--- src/rtl/alu_arbiter.sv ---
// Round-robin arbiter sharing one combinational ALU between two requesters.
// Define ALU_ARB_FIXED_PRIO_EN for fixed priority (port 0 wins); default build is round-robin.
module alu_arbiter #(
  parameter int unsigned    WIDTH   = 32,
  parameter int unsigned    OPW     = 4,
  parameter logic [OPW-1:0] IDLE_OP = 4'b1001
) (
  input  logic             clk_i,
  input  logic             rst_i,
  // Port 0: execute stage
  input  logic             req0_valid_i,
  output logic             req0_ready_o,
  input  logic [WIDTH-1:0] req0_a_i,
  input  logic [WIDTH-1:0] req0_b_i,
  input  logic [OPW-1:0]   req0_op_i,
  output logic             rsp0_valid_o,
  input  logic             rsp0_ready_i,
  output logic [WIDTH-1:0] rsp0_c_o,
  output logic             rsp0_zero_o,
  // Port 1: address/branch unit
  input  logic             req1_valid_i,
  output logic             req1_ready_o,
  input  logic [WIDTH-1:0] req1_a_i,
  input  logic [WIDTH-1:0] req1_b_i,
  input  logic [OPW-1:0]   req1_op_i,
  output logic             rsp1_valid_o,
  input  logic             rsp1_ready_i,
  output logic [WIDTH-1:0] rsp1_c_o,
  output logic             rsp1_zero_o,
  // Shared ALU
  output logic [WIDTH-1:0] alu_a_o,
  output logic [WIDTH-1:0] alu_b_o,
  output logic [OPW-1:0]   alu_op_o,
  input  logic [WIDTH-1:0] alu_c_i,
  input  logic             alu_zero_i
);

  localparam logic [1:0] StIdle  = 2'd0;
  localparam logic [1:0] StSetup = 2'd1;
  localparam logic [1:0] StExec  = 2'd2;
  localparam logic [1:0] StResp  = 2'd3;

  logic [1:0]       state_q, state_d;
  logic             gnt_q, gnt_d;
  logic [WIDTH-1:0] a_q, a_d;
  logic [WIDTH-1:0] b_q, b_d;
  logic [OPW-1:0]   op_q, op_d;

  logic             rsp0_valid_q, rsp0_valid_d;
  logic [WIDTH-1:0] rsp0_c_q, rsp0_c_d;
  logic             rsp0_zero_q, rsp0_zero_d;
  logic             rsp1_valid_q, rsp1_valid_d;
  logic [WIDTH-1:0] rsp1_c_q, rsp1_c_d;
  logic             rsp1_zero_q, rsp1_zero_d;

  logic             any_valid;
  logic             win_id;
  logic             accept;
  logic             rsp_hs;
  logic [WIDTH-1:0] cap_c;

  assign any_valid = req0_valid_i | req1_valid_i;

`ifdef ALU_ARB_FIXED_PRIO_EN
  always_comb begin
    win_id = ~req0_valid_i;
  end
`else
  // Pointer holds the id granted last; it loses a tie.
  logic last_q, last_d;

  always_comb begin
    if (req0_valid_i && req1_valid_i) begin
      win_id = ~last_q;
    end else begin
      win_id = ~req0_valid_i;
    end
  end

  always_comb begin
    last_d = last_q;
    if (accept) begin
      last_d = win_id;
    end
  end

  always_ff @(posedge clk_i) begin
    if (rst_i) begin
      last_q <= 1'b1;
    end else begin
      last_q <= last_d;
    end
  end
`endif

  // Ready is gated by reset so nothing is accepted in the reset cycle.
  assign accept       = (state_q == StIdle) && !rst_i && any_valid;
  assign req0_ready_o = accept && !win_id;
  assign req1_ready_o = accept && win_id;

  assign rsp_hs = gnt_q ? rsp1_ready_i : rsp0_ready_i;

  // An IDLE_OP request never changes the opcode, so its result is defined as zero.
  assign cap_c = (op_q == IDLE_OP) ? '0 : alu_c_i;

  always_comb begin
    state_d      = state_q;
    gnt_d        = gnt_q;
    a_d          = a_q;
    b_d          = b_q;
    op_d         = op_q;
    rsp0_valid_d = rsp0_valid_q;
    rsp0_c_d     = rsp0_c_q;
    rsp0_zero_d  = rsp0_zero_q;
    rsp1_valid_d = rsp1_valid_q;
    rsp1_c_d     = rsp1_c_q;
    rsp1_zero_d  = rsp1_zero_q;

    unique case (state_q)
      StIdle: begin
        if (accept) begin
          state_d = StSetup;
          gnt_d   = win_id;
          a_d     = win_id ? req1_a_i : req0_a_i;
          b_d     = win_id ? req1_b_i : req0_b_i;
          op_d    = win_id ? req1_op_i : req0_op_i;
        end
      end
      StSetup: begin
        state_d = StExec;
      end
      StExec: begin
        state_d = StResp;
        if (gnt_q) begin
          rsp1_valid_d = 1'b1;
          rsp1_c_d     = cap_c;
          rsp1_zero_d  = alu_zero_i;
        end else begin
          rsp0_valid_d = 1'b1;
          rsp0_c_d     = cap_c;
          rsp0_zero_d  = alu_zero_i;
        end
      end
      StResp: begin
        if (rsp_hs) begin
          state_d = StIdle;
          if (gnt_q) begin
            rsp1_valid_d = 1'b0;
          end else begin
            rsp0_valid_d = 1'b0;
          end
        end
      end
      default: begin
        state_d = StIdle;
      end
    endcase
  end

  always_ff @(posedge clk_i) begin
    if (rst_i) begin
      state_q      <= StIdle;
      gnt_q        <= 1'b0;
      a_q          <= '0;
      b_q          <= '0;
      op_q         <= IDLE_OP;
      rsp0_valid_q <= 1'b0;
      rsp0_c_q     <= '0;
      rsp0_zero_q  <= 1'b0;
      rsp1_valid_q <= 1'b0;
      rsp1_c_q     <= '0;
      rsp1_zero_q  <= 1'b0;
    end else begin
      state_q      <= state_d;
      gnt_q        <= gnt_d;
      a_q          <= a_d;
      b_q          <= b_d;
      op_q         <= op_d;
      rsp0_valid_q <= rsp0_valid_d;
      rsp0_c_q     <= rsp0_c_d;
      rsp0_zero_q  <= rsp0_zero_d;
      rsp1_valid_q <= rsp1_valid_d;
      rsp1_c_q     <= rsp1_c_d;
      rsp1_zero_q  <= rsp1_zero_d;
    end
  end

  // Operand registers load on accept, so the ALU sees them from SETUP onward.
  assign alu_a_o  = a_q;
  assign alu_b_o  = b_q;
  assign alu_op_o = (state_q == StExec) ? op_q : IDLE_OP;

  assign rsp0_valid_o = rsp0_valid_q;
  assign rsp0_c_o     = rsp0_c_q;
  assign rsp0_zero_o  = rsp0_zero_q;
  assign rsp1_valid_o = rsp1_valid_q;
  assign rsp1_c_o     = rsp1_c_q;
  assign rsp1_zero_o  = rsp1_zero_q;

endmodule

--- config.mk ---
export PLATFORM = sky130hd
export DESIGN_NAME = alu_arbiter
export DESIGN_NICKNAME = d
export VERILOG_FILES = /design/src/rtl/alu_arbiter.sv
export SDC_FILE = /design/constraint.sdc
export NUM_CORES = 1
export LEC_CHECK = 0
export CORE_MARGIN = 2
export CORE_UTILIZATION = 38
export DETAILED_ROUTE_END_ITERATION = 12
export GPL_TIMING_DRIVEN = 0
export PLACE_DENSITY = 0.83
export SLEW_MARGIN = 30
export SYNTH_ARGS = -nofsm -noshare
export SYNTH_HDL_FRONTEND = slang
export SYNTH_SLANG_ARGS = --single-unit
export TNS_END_PERCENT = 100
--- constraint.sdc ---
create_clock -name clk_i -period 2.15 [get_ports clk_i]
set_clock_uncertainty 0.05 [all_clocks]
set_input_delay 0.3225 -clock clk_i [delete_from_list [all_inputs] [get_ports clk_i]]
set_output_delay 0.3225 -clock clk_i [all_outputs]
set_load 0.05 [all_outputs]
# Yosys cells after proc, flatten, opt, wreduce, memory -nomap -nowiden

Index checks and enable logic that the tools add are counted.

Bits in registers: 140
Output and inout bits: 138
Logic and storage cells: 59

Eq/ne operators: 10
Mux-type cells: 18
Bitwise gates (word level): 4
Reductions and logical operators: 15

Operators by type and width:

| kind                 | number |
|---|---|
| $mux W32             | 3 |
| $ne A2 B2 Y1 const B | 6 |
| $mux W1              | 8 |
| $mux W4              | 2 |
| $pmux W2 S4          | 1 |
| $reduce_and A2 Y1    | 4 |
| $reduce_and A4 Y1    | 2 |
| $logic_and A1 B1 Y1  | 5 |
| $eq A2 B2 Y1 const B | 2 |
| $eq A4 B4 Y1 const B | 1 |
| $mux W2              | 2 |
| $pmux W1 S2          | 2 |
| $not A1 Y1           | 3 |
| $eq A2 B1 Y1 const B | 1 |
| $logic_not A1 Y1     | 2 |
| $logic_not A2 Y1     | 1 |
| $reduce_bool A2 Y1   | 1 |
| $or A1 B1 Y1         | 1 |

# Longest topological paths before layout

Gate-level depths: netlist of the first run.

Word-level depth: 5
Depth in mapped cells: 9

# Worst setup path before layout of the first run

Ideal clock, no wire load.

Kind: register to output
Start: reg state_q[0]
End: out req0_ready_o
Data arrival time: 1.321 ns
Required time: 1.778 ns
Path slack: 0.456 ns
Stages on the path, launching flop included: 7
Path buffers: 2
Cell sequence: dfxtp_1 > inv_1 > ha_1 > nor2b_4 > and3_4 > buf_6 > buf_2

Longest elaborated chain between the ends: 4

RTL lines:

| what                              | line | text |
|---|---|---|
| start, declared                   | 43   | `logic [1:0] state_q, state_d;` |
| start signal, assigned            | 162  | `state_q <= StIdle;` |
| start signal, assigned            | 174  | `state_q <= state_d;` |
| $logic_not A2 Y1                  | 97   | `assign accept = (state_q == StIdle) && !rst_i && any_valid;` |
| $logic_and A1 B1 Y1 (2 in series) | 97   |  |
| $logic_and A1 B1 Y1               | 98   | `assign req0_ready_o = accept && !win_id;` |
| end, declared                     | 12   | `output logic req0_ready_o,` |

Every way passes these cells.

# Final worst setup path of the first run

Start: reg state_q[1]
End: out req0_ready_o

The elaborated chain is that of the path after synthesis.

==> flow_summary.yaml, run 1 <==
clock_network:
  clockBufferDepth: 2
  h-tree-depth: 4
  holdBufCountCts: 0
  clkTransAtPathRegs_ps: 50
  cts_tree: "built"
  clk_latency_ps: 410
  cts_buffers: 17
  cts_sinks: 140
  cts-root-buf: "clkbuf_16"
place:
  pre_cts_slack_ps: -491
  gp_congestion: 0.839
  hpwlAfterDp_um: 15400
  placed_cell_area_um2: 8730
  port_buffers: 311
final_layout:
  final_area_um2: 9320
  final_common_cell: "clkdlybuf4s50_1"
  syn2layout_area_growth_pct: 73.0
  nets: 1132
  drive_gt1_frac: 0.0767
  n_antenna_cell: 0
  fillers: 1183
  final_cell_mix: "clkdlybuf4s50_1, dfxtp_1, nand2_1, a21oi_1, nand3_1"
detailed_routing:
  vias_per_cell: 5.30
  vias: 6063
  dr.max_layer_used: "met4"
  wire_per_inst_um: 17.8
  routed-wl-met2_um: 10200
  wl_um: 20400
  remaining_drc_errors: 0
  wl_met1_um: 7800
  met3RoutedLength_um: 1750
  drt_pass1_iterations: 6
  antenna_left: 0
  drtIter0Drc: 469
floorplanning:
  die_w_um: 123
  row_count: 43
  dieHeight_um: 123
  core_area_um2: 13900
  boundaryPins: 313
  die_area_um2: 15100
  start_util: 0.388
setup_path:
  worstPathRequired_ps: 1780
  setup.worst_path.start_class: "flip-flop"
  crit_type: "flip-flop to primary output"
  endpoint_kind: "primary output"
  critical_path_arrival_ps: 1660
  critPathMaxFanout: 15
timing:
  tightest_slew_ps: 667
  final-hold-violation-count: 0
  slew_viol_final: 0
  slew_headroom: 0.555
  hold_ws_ps: 176
  period_share: 0.947
  max_freq_mhz: 491
  setup_viol: 0
  rsz0062_at_grt: "false"
  setup_ws_ps: 115
  fin_crit_ps: 2030
run:
  drv_cap: 0
pwr:
  p_leak_nw: 3.31
  p_comb_frac: 0.395
  switching_power_w: 0.00385
  seqPwrFrac: 0.318
  p_per_area_nw_per_um2: 1070
  power.internal_w: 0.00611
  vdd_ir_drop_max_mv: 0.529
  p_clk_frac: 0.287
  netSwitchingFraction: 0.386
yosys:
  seq_area_frac_synth: 0.520
  avgSynthCellArea_um2: 8.69
  synthCells: 620
  syn_area_um2: 5390
  ys_warn_count: 0
  syn-num-nets: 800
  yosys.area.top_type: "dfxtp_1"
  ys_types: 26
  ys_ff_latch: 140
  synth_top_area_share: 0.520
  yosys-top-cells-area: "dfxtp_1, a21oi_1, nand2_1, nand3_1, a222oi_1"
grt:
  grt_pass1_vias: 5807
  grt_start_max_net_pins: 18
  grt_pass1_wl_um: 30300
  grt_usage: 0.260
  antenna_found_initial: 0
  grt-ovfl-total: 0
worst_hold_path:
  hold_class: "input port to flip-flop"
status:
  status: "complete, no violations"
per-stage QoR:
stage | utilization | total power (W) | std cells | TNS (ps)
floorplan | - | 0.00566 | 620 | 0
global placement | 0.629 | 0.00707 | 1111 | -913
detailed placement | 0.629 | 0.00711 | 1111 | -1010
CTS | 0.669 | 0.00998 | 1141 | 0
global route | 0.671 | 0.0104 | 1145 | 0
finish | 0.671 | 0.00996 | 1145 | 0
cell type report:
type                    instances  area, um2  share of cell area
clock inverters                13        141              0.0152
plain buffers                  60        330              0.0354
repair buffers                315       3130               0.336
inverters                       4       15.0             0.00161
well taps                     180        225              0.0242
multi-input cells             414       2240               0.240
flip-flops and latches        140       2810               0.301
clock buffers                  19        433              0.0465
power groups by stage:
stage / clock, W / sequential (W) / combinational, W
after global routing: 0.00301 / 0.00320 / 0.00419
final: 0.00286 / 0.00316 / 0.00394
after CTS: 0.00290 / 0.00316 / 0.00391
after floorplan: 0 / 0.00423 / 0.00143
after detailed placement: 0 / 0.00321 / 0.00390
after global placement: 0 / 0.00320 / 0.00387
synth_stat cells (all sizes together):
library cell and n:
nor2 40, a222oi 32, o21ai 5, clkbuf 31, nand3 66, o21a 1, nand2 107, nor2b 2
ha 5, and3 3, dfxtp 140, or4b 1, o41ai 2, a211o 1, inv 4, a21oi 102
a22oi 37, mux2i 2, and2 3, nand2b 5, buf 31
per-layer routing:
layer / GRT usage / vias to the layer above
li1: - / 2889
met1: 0.293 / 2846
met2: 0.457 / 286
met3: 0.0780 / 42
met4: 0.109 / 0
met5: 0 / -
cells by family after synthesis:
kind of cell,Yosys count,share of synthesized area
simple gates,227,0.183
compound gates,180,0.217
flops,140,0.520
buf+inv,66,0.0648
fa+ha+maj,5,0.0116
mux,2,0.00372
worst paths after layout:
check               startpoint      endpoint  slack, ps  depth (start not counted)
setup / recovery    state_q[1]  req0_ready_o        120                          6
hold / removal           rst_i    state_q[0]        180                          2
setup reg to reg    state_q[1]   alu_b_o[13]        240                          9
hold reg to reg   rsp0_c_o[31]  rsp0_c_o[31]        400                          2
worst max-delay path, stage by stage (launching register included):
cell and delay [ps]:
dfxtp_2 330, inv_1 100, ha_1 170, nor2b_4 150
and3_4 200, buf_12 150, buf_8 150
flip-flops by register name, indices dropped and copies added (netlist names):
name	count
alu_a_o	32
state_q	2
rsp0_zero_o	1
last_q	1
rsp0_c_o	32
rsp1_valid_o	1
rsp1_zero_o	1
rsp0_valid_o	1
op_q	4
rsp1_c_o	32
alu_b_o	32
gnt_q	1
timing repair:
item,in CTS,in global routing
pin swaps,0,0
setup buffers,0,4
endpoints found under the setup margin,6,5
resized for setup,32,10
Note: power is estimated with default switching activity, not from simulation.
==> run 2: changes to the inputs <==
- CTS_CLUSTER_DIAMETER: default -> 60
==> results of run 2 <==
Same layout as run 1: the final DEF is identical, and so are final timing and power.
